## config.mk

```make
export PLATFORM = sky130hd
export DESIGN_NAME = hazard_ctrl
export DESIGN_NICKNAME = d
export VERILOG_FILES = /design/src/rtl/hazard_ctrl.sv
export SDC_FILE = /design/constraint.sdc
export NUM_CORES = 1
export LEC_CHECK = 0
export CAP_MARGIN = 40
export CORE_UTILIZATION = 30
export CTS_BUF_LIST = sky130_fd_sc_hd__clkbuf_2 sky130_fd_sc_hd__clkbuf_4 sky130_fd_sc_hd__clkbuf_8
export CTS_CLUSTER_SIZE = 28
export DETAILED_ROUTE_END_ITERATION = 10
export GPL_TIMING_DRIVEN = 0
export MAX_ROUTING_LAYER = met4
export PLACE_DENSITY = 0.84
export SLEW_MARGIN = 10
export SYNTH_ARGS = -nofsm -noshare
export SYNTH_HDL_FRONTEND = slang
export SYNTH_SLANG_ARGS = --single-unit
```

## constraint.sdc

```tcl
create_clock -name clk -period 1.6 [get_ports clk]
set_clock_uncertainty 0.05 [all_clocks]
set_input_delay 0.24 -clock clk [delete_from_list [all_inputs] [get_ports clk]]
set_output_delay 0.24 -clock clk [all_outputs]
set_load 0.01 [all_outputs]
```

## src/rtl/hazard_ctrl.sv

```systemverilog
// ---------------------------------------------------------------------------
// hazard_ctrl
//
// Hazard and stall controller for the ID/EX pipeline register and the
// registers around it in the 5-stage MIPS core. It handles three cases:
//   - a load-use hazard between the instruction in ID and a load in EX
//     (one bubble is inserted),
//   - a taken branch (the two wrong-path slots are squashed),
//   - data memory busy (the whole front of the pipeline is frozen).
// A branch that resolves while memory is busy is remembered and applied in
// the first cycle after memory becomes free.
//
// Optional feature macro: HAZARD_PERF_CNT_EN
//   defined   : stall_cycles / flush_events performance counters are built
//   undefined : no counter logic; both ports read 0
//
// Ports
//   clk, rst              clock (rising edge), async active-high reset
//   ID_Rs_addr/ID_Rt_addr source register fields of the instruction in ID
//   ID_uses_Rt            instruction in ID reads Rt
//   EX_MemRead/EX_Rt_addr load indication and destination from ID/EX
//   branch_taken          branch resolved taken in EX this cycle
//   mem_busy              data memory not ready, MEM stage must hold
//   PC_write, IF_ID_write load enables (combinational)
//   IF_ID_flush, ID_EX_flush, ID_EX_hold, EX_MEM_hold  strobes (combinational)
//   state                 FSM state for debug: RUN=0 LOAD_STALL=1 FLUSH=2
//                         MEM_WAIT=3
//   mem_timeout           sticky, mem_busy held for MAX_WAIT or more cycles
//   stall_cycles          cycles with PC_write=0 (saturating)
//   flush_events          applied branch flushes (saturating)
//
// Handshake note: there is no valid/ready pair here. All strobes are level
// signals that are valid in the same cycle as the inputs that cause them;
// the pipeline registers sample them on the next rising edge.
// ---------------------------------------------------------------------------
module hazard_ctrl #(
    parameter int MAX_WAIT = 15,
    parameter int WAIT_W   = 4,
    parameter int CNT_W    = 16
) (
    input  logic             clk,
    input  logic             rst,
    input  logic [4:0]       ID_Rs_addr,
    input  logic [4:0]       ID_Rt_addr,
    input  logic             ID_uses_Rt,
    input  logic             EX_MemRead,
    input  logic [4:0]       EX_Rt_addr,
    input  logic             branch_taken,
    input  logic             mem_busy,
    output logic             PC_write,
    output logic             IF_ID_write,
    output logic             IF_ID_flush,
    output logic             ID_EX_flush,
    output logic             ID_EX_hold,
    output logic             EX_MEM_hold,
    output logic [1:0]       state,
    output logic             mem_timeout,
    output logic [CNT_W-1:0] stall_cycles,
    output logic [CNT_W-1:0] flush_events
);

    typedef enum logic [1:0] {
        RUN        = 2'd0,
        LOAD_STALL = 2'd1,
        FLUSH      = 2'd2,
        MEM_WAIT   = 2'd3
    } state_t;

    localparam logic [WAIT_W-1:0] MAX_WAIT_V = WAIT_W'(MAX_WAIT);

    state_t            curState;
    logic [WAIT_W-1:0] waitCnt;
    logic [WAIT_W-1:0] waitInc;
    logic              pendingFlush;
    logic              loadUse;
    logic              loadUseEff;
    logic              branchReq;

    assign loadUse = EX_MemRead && (EX_Rt_addr != 5'd0) &&
                     ((EX_Rt_addr == ID_Rs_addr) ||
                      (ID_uses_Rt && (EX_Rt_addr == ID_Rt_addr)));

    // The slot in ID right after a flush is a NOP, so its register fields
    // are meaningless and must not raise a load-use stall.
    assign loadUseEff = loadUse && (curState != FLUSH);
    assign branchReq  = branch_taken || pendingFlush;

    assign waitInc = (waitCnt == '1) ? waitCnt : waitCnt + WAIT_W'(1);

    assign state       = curState;

    // Strobes: priority is reset > mem_busy > branch > load-use > normal.
    always_comb begin
        PC_write    = 1'b1;
        IF_ID_write = 1'b1;
        IF_ID_flush = 1'b0;
        ID_EX_flush = 1'b0;
        ID_EX_hold  = 1'b0;
        EX_MEM_hold = 1'b0;
        if (rst) begin
            PC_write    = 1'b0;
            IF_ID_write = 1'b0;
            IF_ID_flush = 1'b1;
            ID_EX_flush = 1'b1;
        end else if (mem_busy) begin
            PC_write    = 1'b0;
            IF_ID_write = 1'b0;
            ID_EX_hold  = 1'b1;
            EX_MEM_hold = 1'b1;
        end else if (branchReq) begin
            IF_ID_flush = 1'b1;
            ID_EX_flush = 1'b1;
        end else if (loadUseEff) begin
            PC_write    = 1'b0;
            IF_ID_write = 1'b0;
            ID_EX_flush = 1'b1;
        end
    end

    always_ff @(posedge clk or posedge rst) begin
        if (rst) begin
            curState     <= RUN;
            waitCnt      <= '0;
            pendingFlush <= 1'b0;
            mem_timeout  <= 1'b0;
        end else if (mem_busy) begin
            curState <= MEM_WAIT;
            waitCnt  <= waitInc;
            if (waitInc >= MAX_WAIT_V) begin
                mem_timeout <= 1'b1;
            end
            if (branch_taken) begin
                pendingFlush <= 1'b1;
            end
        end else begin
            waitCnt <= '0;
            if (branchReq) begin
                curState     <= FLUSH;
                pendingFlush <= 1'b0;
            end else if (loadUseEff) begin
                curState <= LOAD_STALL;
            end else begin
                curState <= RUN;
            end
        end
    end

`ifdef HAZARD_PERF_CNT_EN
    logic [CNT_W-1:0] stallCnt;
    logic [CNT_W-1:0] flushCnt;
    logic             flushApplied;

    assign flushApplied = !mem_busy && branchReq;

    always_ff @(posedge clk or posedge rst) begin
        if (rst) begin
            stallCnt <= '0;
            flushCnt <= '0;
        end else begin
            if (!PC_write && (stallCnt != '1)) begin
                stallCnt <= stallCnt + CNT_W'(1);
            end
            if (flushApplied && (flushCnt != '1)) begin
                flushCnt <= flushCnt + CNT_W'(1);
            end
        end
    end

    assign stall_cycles = stallCnt;
    assign flush_events = flushCnt;
`else
    assign stall_cycles = '0;
    assign flush_events = '0;
`endif

endmodule
```

After elaboration in Yosys (flattened, before gate mapping):

Index checks and enable logic that the tools add are counted.

* flip-flop bits (word level): 8
* bits in latches: 0
* bits in writable memories: 0
* bits in read-only memories: 0
* bits of input ports: 21
* output and inout port bits: 41
* memories: 0

* $add $sub $neg: 1
* $mul: 0
* div/mod/pow operators: 0
* magnitude comparators: 1
* equality and inequality tests: 5
* shift operators: 0
* muxes and demuxes: 21
* bitwise logic cells: 0
* reductions and logical operators: 10

Operators by type and width (count)
* 1-bit 2-to-1 mux: 17
* 5-bit equality test: 2
* 4-bit 2-to-1 mux: 2
* 5-bit nonzero test: 1
* 4-bit by 1-bit adder with 4-bit output (second input constant): 1
* 4-bit equality test (second input constant): 1
* 4-bit >= comparator (second input constant): 1
* 1-bit logical AND: 4
* 2-bit 2-to-1 mux: 2
* 2-bit != test (second input constant): 2
* 2-bit AND reduction: 2
* 1-bit logical OR: 2
* 2-bit nonzero test: 1

Longest topological paths before layout:

Gate-level depths: netlist (run 1).

* depth after elaboration: 9
* depth in mapped cells: 5
* mapped depth without buffers: 4

Worst setup path after synthesis (run 1):

OpenSTA, ideal clock, no wires.

* path type: input-to-output
* start point: in EX_Rt_addr[3]
* end point: out PC_write
* arrival: 1390 ps
* required time: 1310 ps
* setup slack: -80 ps
* stages on the path: 5
* path buffers: 1
* cells stage by stage: xor2_1 nor4_2 a32oi_1 o41a_1 buf_4

* cells in the longest elaborated chain, start to end: 9
* elaborated cells on any way between the ends: 12

RTL lines
* start: declaration: RTL line 47 `input logic [4:0] EX_Rt_addr,`
* 5-bit equality test: RTL line 81 `(ID_uses_Rt && (EX_Rt_addr == ID_Rt_addr)));`
* 1-bit logical AND: RTL line 81
* 1-bit logical OR: RTL line 80 `((EX_Rt_addr == ID_Rs_addr) ||`
* 1-bit logical AND *: RTL line 79 `assign loadUse = EX_MemRead && (EX_Rt_addr != 5'd0) &&`
* 1-bit logical AND *: RTL line 85 `assign loadUseEff = loadUse && (curState != FLUSH);`
* 1-bit 2-to-1 mux * (4 in series)
* end: declaration: RTL line 50 `output logic PC_write,`

Mark *: on every way between the ends. The rest lies on a longest branch, timed or not.

Worst setup path in the final report (run 1):

* start point: in ID_Rt_addr[2]
* end point: out PC_write

* cells in the longest elaborated chain, start to end: 9

RTL lines
* start: declaration: RTL line 44 `input logic [4:0] ID_Rt_addr,`
* 5-bit equality test: RTL line 81
* 1-bit logical AND: RTL line 81
* 1-bit logical OR: RTL line 80
* 1-bit logical AND: RTL line 79
* 1-bit logical AND: RTL line 85
* 1-bit 2-to-1 mux: RTL line 113 `end else if (loadUseEff) begin`
* 1-bit 2-to-1 mux: RTL line 110 `end else if (branchReq) begin`
* 1-bit 2-to-1 mux: RTL line 105 `end else if (mem_busy) begin`
* 1-bit 2-to-1 mux: RTL line 100 `if (rst) begin`

Every way passes these cells.

==> run metrics, run 1 <==
status finished, violations left; failing checks setup timing; pin count of the biggest net entering global routing 10; part of the power in registers 0.344; # IOs 62; Int Power 444 uW; Cells after Synth 89; Yosys cell types 25; Clock Latency Late Sink 270 ps; Die ar. 2780 um^2; Crit path largest cell delay 410 ps; CP Class input pin to primary output; clock power share 0.255; Total GRT Usage 0.143; htree depth 1; post-route minimum period 1920 ps; clk root buf clkbuf_4; Worst EP required 1310 ps; TritonCTS clock tree yes; Seq cells post-synth 8; met1 WL 604 um; Filler cells 244; Cell Rows 18; Initial Util 0.314; Sw Pwr 213 uW; P&R area growth vs syn 66.6%; sequential area share after synthesis 0.260; global-route wire length before repair 2750 um; via count of the first global-routing pass 668; CP startpoint ID_Rt_addr[2]; DR vias/cell 3.92; Inserted Clock Buffers 3; crit path launch type input pin; clk buf depth 2; syn avg cell area 8.66 um^2; largest area contributor in the netlist buf_4; synth top area cells buf_4, dfrtp_1, xor2_1; Hold Buf Count CTS 0; Critical path destination PC_write; worst r2r dst mem_timeout; CP Capture Type primary output; antenna-violating nets left 0; Die Ht 52.7 um; Switching Share 0.324; most used cell, CP buf_6; R2R setup slack 260 ps; Non-Filler Instances 184; met3 routed WL 148 um; Reg2Reg Depth 4; PortBufs 29; Routed WL per cell 9.54 um; share of layout cells above drive strength 1 0.396; final-stage net count 178; Peak Freq 521 MHz; fin crit share 1.20; first drt pass iteration count 4; drc violations 0; # diodes 0; leakage 0.000718 uW; clock sinks 8; DRT Wirelength 1760 um; Placed Cells 179; crit path DAT 1630 ps; DP HPWL 1400 um; count of pins over their slew limit 0; crit-path cells buf_6, xor2_1, nor4_2, a32oi_2, o41a_1, buf_4, buf_6; core area 2450 um^2; total gr overflow 0; vias after detailed routing 721; highest routed layer met4; initial antenna violation count 0; P per Cell Area 512 nW/um^2; 1st-iter DRT viols 6; global placer's final weighted congestion 0.702; PnR Total Power 657 uW; RSZ-0062 raised after global routing true; synth warn 0; most frequent cells in the layout buf_4, conb_1, xor2_1; Die W 52.7 um; Final Hold Vio Count 0; maximum vdd drop 0.000356 V; Crit Reg-Reg Startpoint waitCnt[0]; Max-Cap Viols 0; met2 WL 965 um; Mapped Area 771 um^2; commonest non-fill, non-tap cell in the layout buf_4; Slowest-stage cell, CP o41a_1; Synth top area share 0.331; final setup violating endpoints 3; Worst Path Max Fanout 2; Final WS setup -320 ps; Logic pwr share 0.401; Reg clk slew, reported paths 60 ps; Min-Delay Path Class input pin to asynchronous set/reset pin
[worst max-delay path, delay by kind of cell]
| family | cells | cell delay [ps] |
|---|---|---|
| and+or+nand+nor | 1 | 300 |
| buffers and inverters | 3 | 350 |
| AOI/OAI and AO/OA | 2 | 580 |
| xor gates and xnor gates | 1 | 150 |
[cells in the mapped netlist, drive strengths merged]
cell     n
a32oi    1
a21o     1
nor3     2
o41a     1
xnor2    3
ha       1
mux2i    1
o221ai   1
a211oi   1
a31oi    1
or4      1
nand2    2
nor4     1
nand3    2
o32ai    1
o21bai   1
conb     1
inv      5
or2      1
o41ai    1
buf     34
o21ai    2
xor2     9
nor2     7
dfrtp    8
[kinds of logic (layout without fill, tap and decap cells)]
logic type | after synthesis | after routing | share of synthesized area
simple gates | 16 | 16 | 0.104
fa+ha+maj | 1 | 1 | 0.0162
mux | 1 | 1 | 0.0130
flops | 8 | 8 | 0.260
xor+xnor | 12 | 12 | 0.136
other cells | 1 | 32 | 0.00487
buf+inv | 39 | 73 | 0.356
compound gates | 11 | 11 | 0.110
[routing by layer]
layer  global-route usage  vias up
li1                     -      360
met1                0.121      319
met2                0.281       37
met3               0.0319        5
met4               0.0789        0
met5                    -        -
[power by group through the flow]
stage               clock network, uW  logic, uW  registers, uW
finish                            168        263            226
global route                      177        290            228
CTS                               167        251            226
detailed placement                  0        254            229
global placement                    0        249            227
floorplan                           0        158            228
[stage by stage]
stage	hold slack (ps)	TNS (ps)	setup slack, ps	utilization	cell area (um^2)
global route	53.5	-844	-381	0.523	1280
finish	38.0	-690	-320	0.523	1280
detailed placement	398	-4670	-1090	0.495	1210
global placement	397	-4400	-1060	0.495	1210
CTS	36.9	-923	-344	0.508	1250
floorplan	11.4	-80.2	-80.2	-	887
[flip-flops by register name (all words and copies together) (netlist names)]
| name | count |
|---|---|
| state | 2 |
| mem_timeout | 1 |
| pendingFlush | 1 |
| waitCnt | 4 |
[worst min-delay path by stage]
stage	startpoint	end	slack, ps	depth (start not counted)
6_report	rst	waitCnt[1]	40	2
5_1_grt	rst	waitCnt[0]	50	2
4_1_cts	rst	waitCnt[0]	40	2
3_5_place_dp	mem_timeout	mem_timeout	400	1
3_3_place_gp	mem_timeout	mem_timeout	400	1
2_1_floorplan	rst	mem_timeout	10	1
[repair_timing]
item	CTS	global route
gates resized for setup	63	15
pin swaps	13	6
buffers inserted	1	1
endpoints found under the setup margin	7	5
cloned	0	0
[area by class of cell]
class | instances | area (um^2) | area share
clock buffers | 3 | 22.5 | 0.0175
plain buffers | 34 | 255 | 0.199
well taps | 30 | 37.5 | 0.0292
inverters | 5 | 18.8 | 0.0146
repair buffers | 31 | 287 | 0.223
multi-input cells | 73 | 463 | 0.361
flip-flops and latches | 8 | 200 | 0.156
(Power assumes the default switching activity.)
==> run 2, diff against run 1 <==
Settings changed: SETUP_SLACK_MARGIN set to 0.05.
==> run 2 against run 1 <==
The run still ends with setup timing left. Highest routed layer unchanged. Die area unchanged. Non-clock buffer count up 4. Critical path depth unchanged. Final cell count up 2.2%. Via count up 0.83%. Largest cell class unchanged. Critical path type unchanged. Count of clock-buffer cells in the layout unchanged.
==> run metrics, run 2 (synthesis results as in run 1) <==
worst hold margin 28.6 ps; Die W 52.7 um; vias after detailed routing 727; Inserted Clock Buffers 3; most used cell, CP buf_6; final setup violating endpoints 3; clk buf depth 2; crit path launch type input pin; fin crit share 1.20; Most flops, register waitCnt; highest routed layer met4; share of layout cells above drive strength 1 0.418; core area 2450 um^2; Die Ht 52.7 um; register area 200 um^2; clock sinks 8; met3 routed WL 155 um; DP HPWL 1400 um; 1st-iter DRT viols 5; Die ar. 2780 um^2; count of pins over their slew limit 0; maximum vdd drop 0.000345 V; leakage 0.000732 uW; global placer's final weighted congestion 0.702; CP Class input pin to primary output; Final Hold Vio Count 0; most frequent cells in the layout buf_4, conb_1, dlygate4sd2_1; Worst Path Max Fanout 2; crit-path leading delay family compound AO/OA/AOI/OAI gates; total gr overflow 0; post-route minimum period 1920 ps; Worst EP required 1310 ps; Filler cells 241; via count of the first global-routing pass 655; Max-Cap Viols 0; first drt pass iteration count 4; met1 WL 609 um; crit path DAT 1630 ps; Reg2Reg Depth 4; crit-path cells buf_6, xor2_1, nor4_2, a32oi_2, o41a_1, buf_4, buf_6; Final WS setup -319 ps; initial antenna violation count 0; CP Capture Type primary output; drc violations 0; htree depth 1; clk root buf clkbuf_4; path length in cells of the critical path 7; met2 WL 1010 um; Cell Rows 18; total negative slack -683 ps; global-route wire length before repair 2710 um; antenna-violating nets left 0; Reg clk slew, reported paths 60 ps; Routed WL per cell 9.63 um; TritonCTS clock tree yes; # IOs 62; P per Cell Area 509 nW/um^2; Total GRT Usage 0.141; footprint of the multi-input gates 468 um^2; number of flip-flops in the largest register 4; Peak Freq 521 MHz; # diodes 0; Crit path largest cell delay 410 ps; Slowest-stage cell, CP o41a_1; commonest non-fill, non-tap cell in the layout buf_4; P&R area growth vs syn 71.1%; Clock Latency Late Sink 270 ps; Core Util, Final 0.537; PortBufs 29; final-stage net count 182; pin count of the biggest net entering global routing 10; failing checks setup timing; Hold Buf Count CTS 0; RSZ-0062 raised after global routing true; Initial Util 0.314; Min-Delay Path Class input pin to asynchronous set/reset pin; DR vias/cell 3.87; Bufs and invs on worst path 3; DRT Wirelength 1810 um; status finished, violations left
[run 2: cell count changes in the layout (fill, tap and decap cells not counted)]
| cell | change |
|---|---|
| buf_4 | +3 |
| dlymetal6s2s_1 | -1 |
| clkdlybuf4s15_1 | -1 |
| nor2_2 | -1 |
| buf_6 | +2 |
| dlygate4sd2_1 | +2 |
| clkdlybuf4s50_1 | -1 |
| nor2_4 | +1 |
[run 2: cell type report]
| cell class | count | share of cell area |
|---|---|---|
| buffer | 34 | 0.194 |
| clock buffer | 3 | 0.0171 |
| inverter | 5 | 0.0142 |
| multi-input combinational | 73 | 0.355 |
| sequential | 8 | 0.152 |
| tap | 30 | 0.0285 |
| timing repair buffer | 35 | 0.240 |
[run 2: layer usage]
metal	vias up	track usage
li1	367	-
met1	321	0.119
met2	34	0.278
met3	5	0.0319
met4	0	0.0789
met5	-	-
[run 2: power by group]
part,internal [uW],switching [uW]
Sequential,214,12.1
Combinational,153,124
Clock,86.6,80.8
[run 2: worst paths after layout]
kind | slack [ps] | startpoint | endpoint
min in group clk | 300 | mem_busy | waitCnt[2]
hold reg to reg | 410 | mem_timeout | mem_timeout
setup reg to reg | 250 | waitCnt[0] | mem_timeout
setup / recovery | -320 | ID_Rt_addr[2] | PC_write
hold / removal | 30 | rst | waitCnt[1]
max in group asynchronous | 1290 | rst | state[1]
[run 2: stage by stage]
step           power [uW]  cells  setup WS, ps  instance area, um^2
2_1_floorplan         386    120         -80.2                  887
3_3_place_gp          477    179         -1060                 1210
3_5_place_dp          484    179         -1090                 1210
4_1_cts               646    184          -344                 1260
5_1_grt               709    188          -381                 1320
6_report              671    188          -319                 1320
[run 2: timing repair]
| item | in CTS | in global routing |
|---|---|---|
| gates resized for setup | 68 | 16 |
| gates cloned | 0 | 0 |
| pin swaps | 15 | 8 |
| endpoints found under the setup margin | 7 | 5 |
| setup buffers | 2 | 4 |
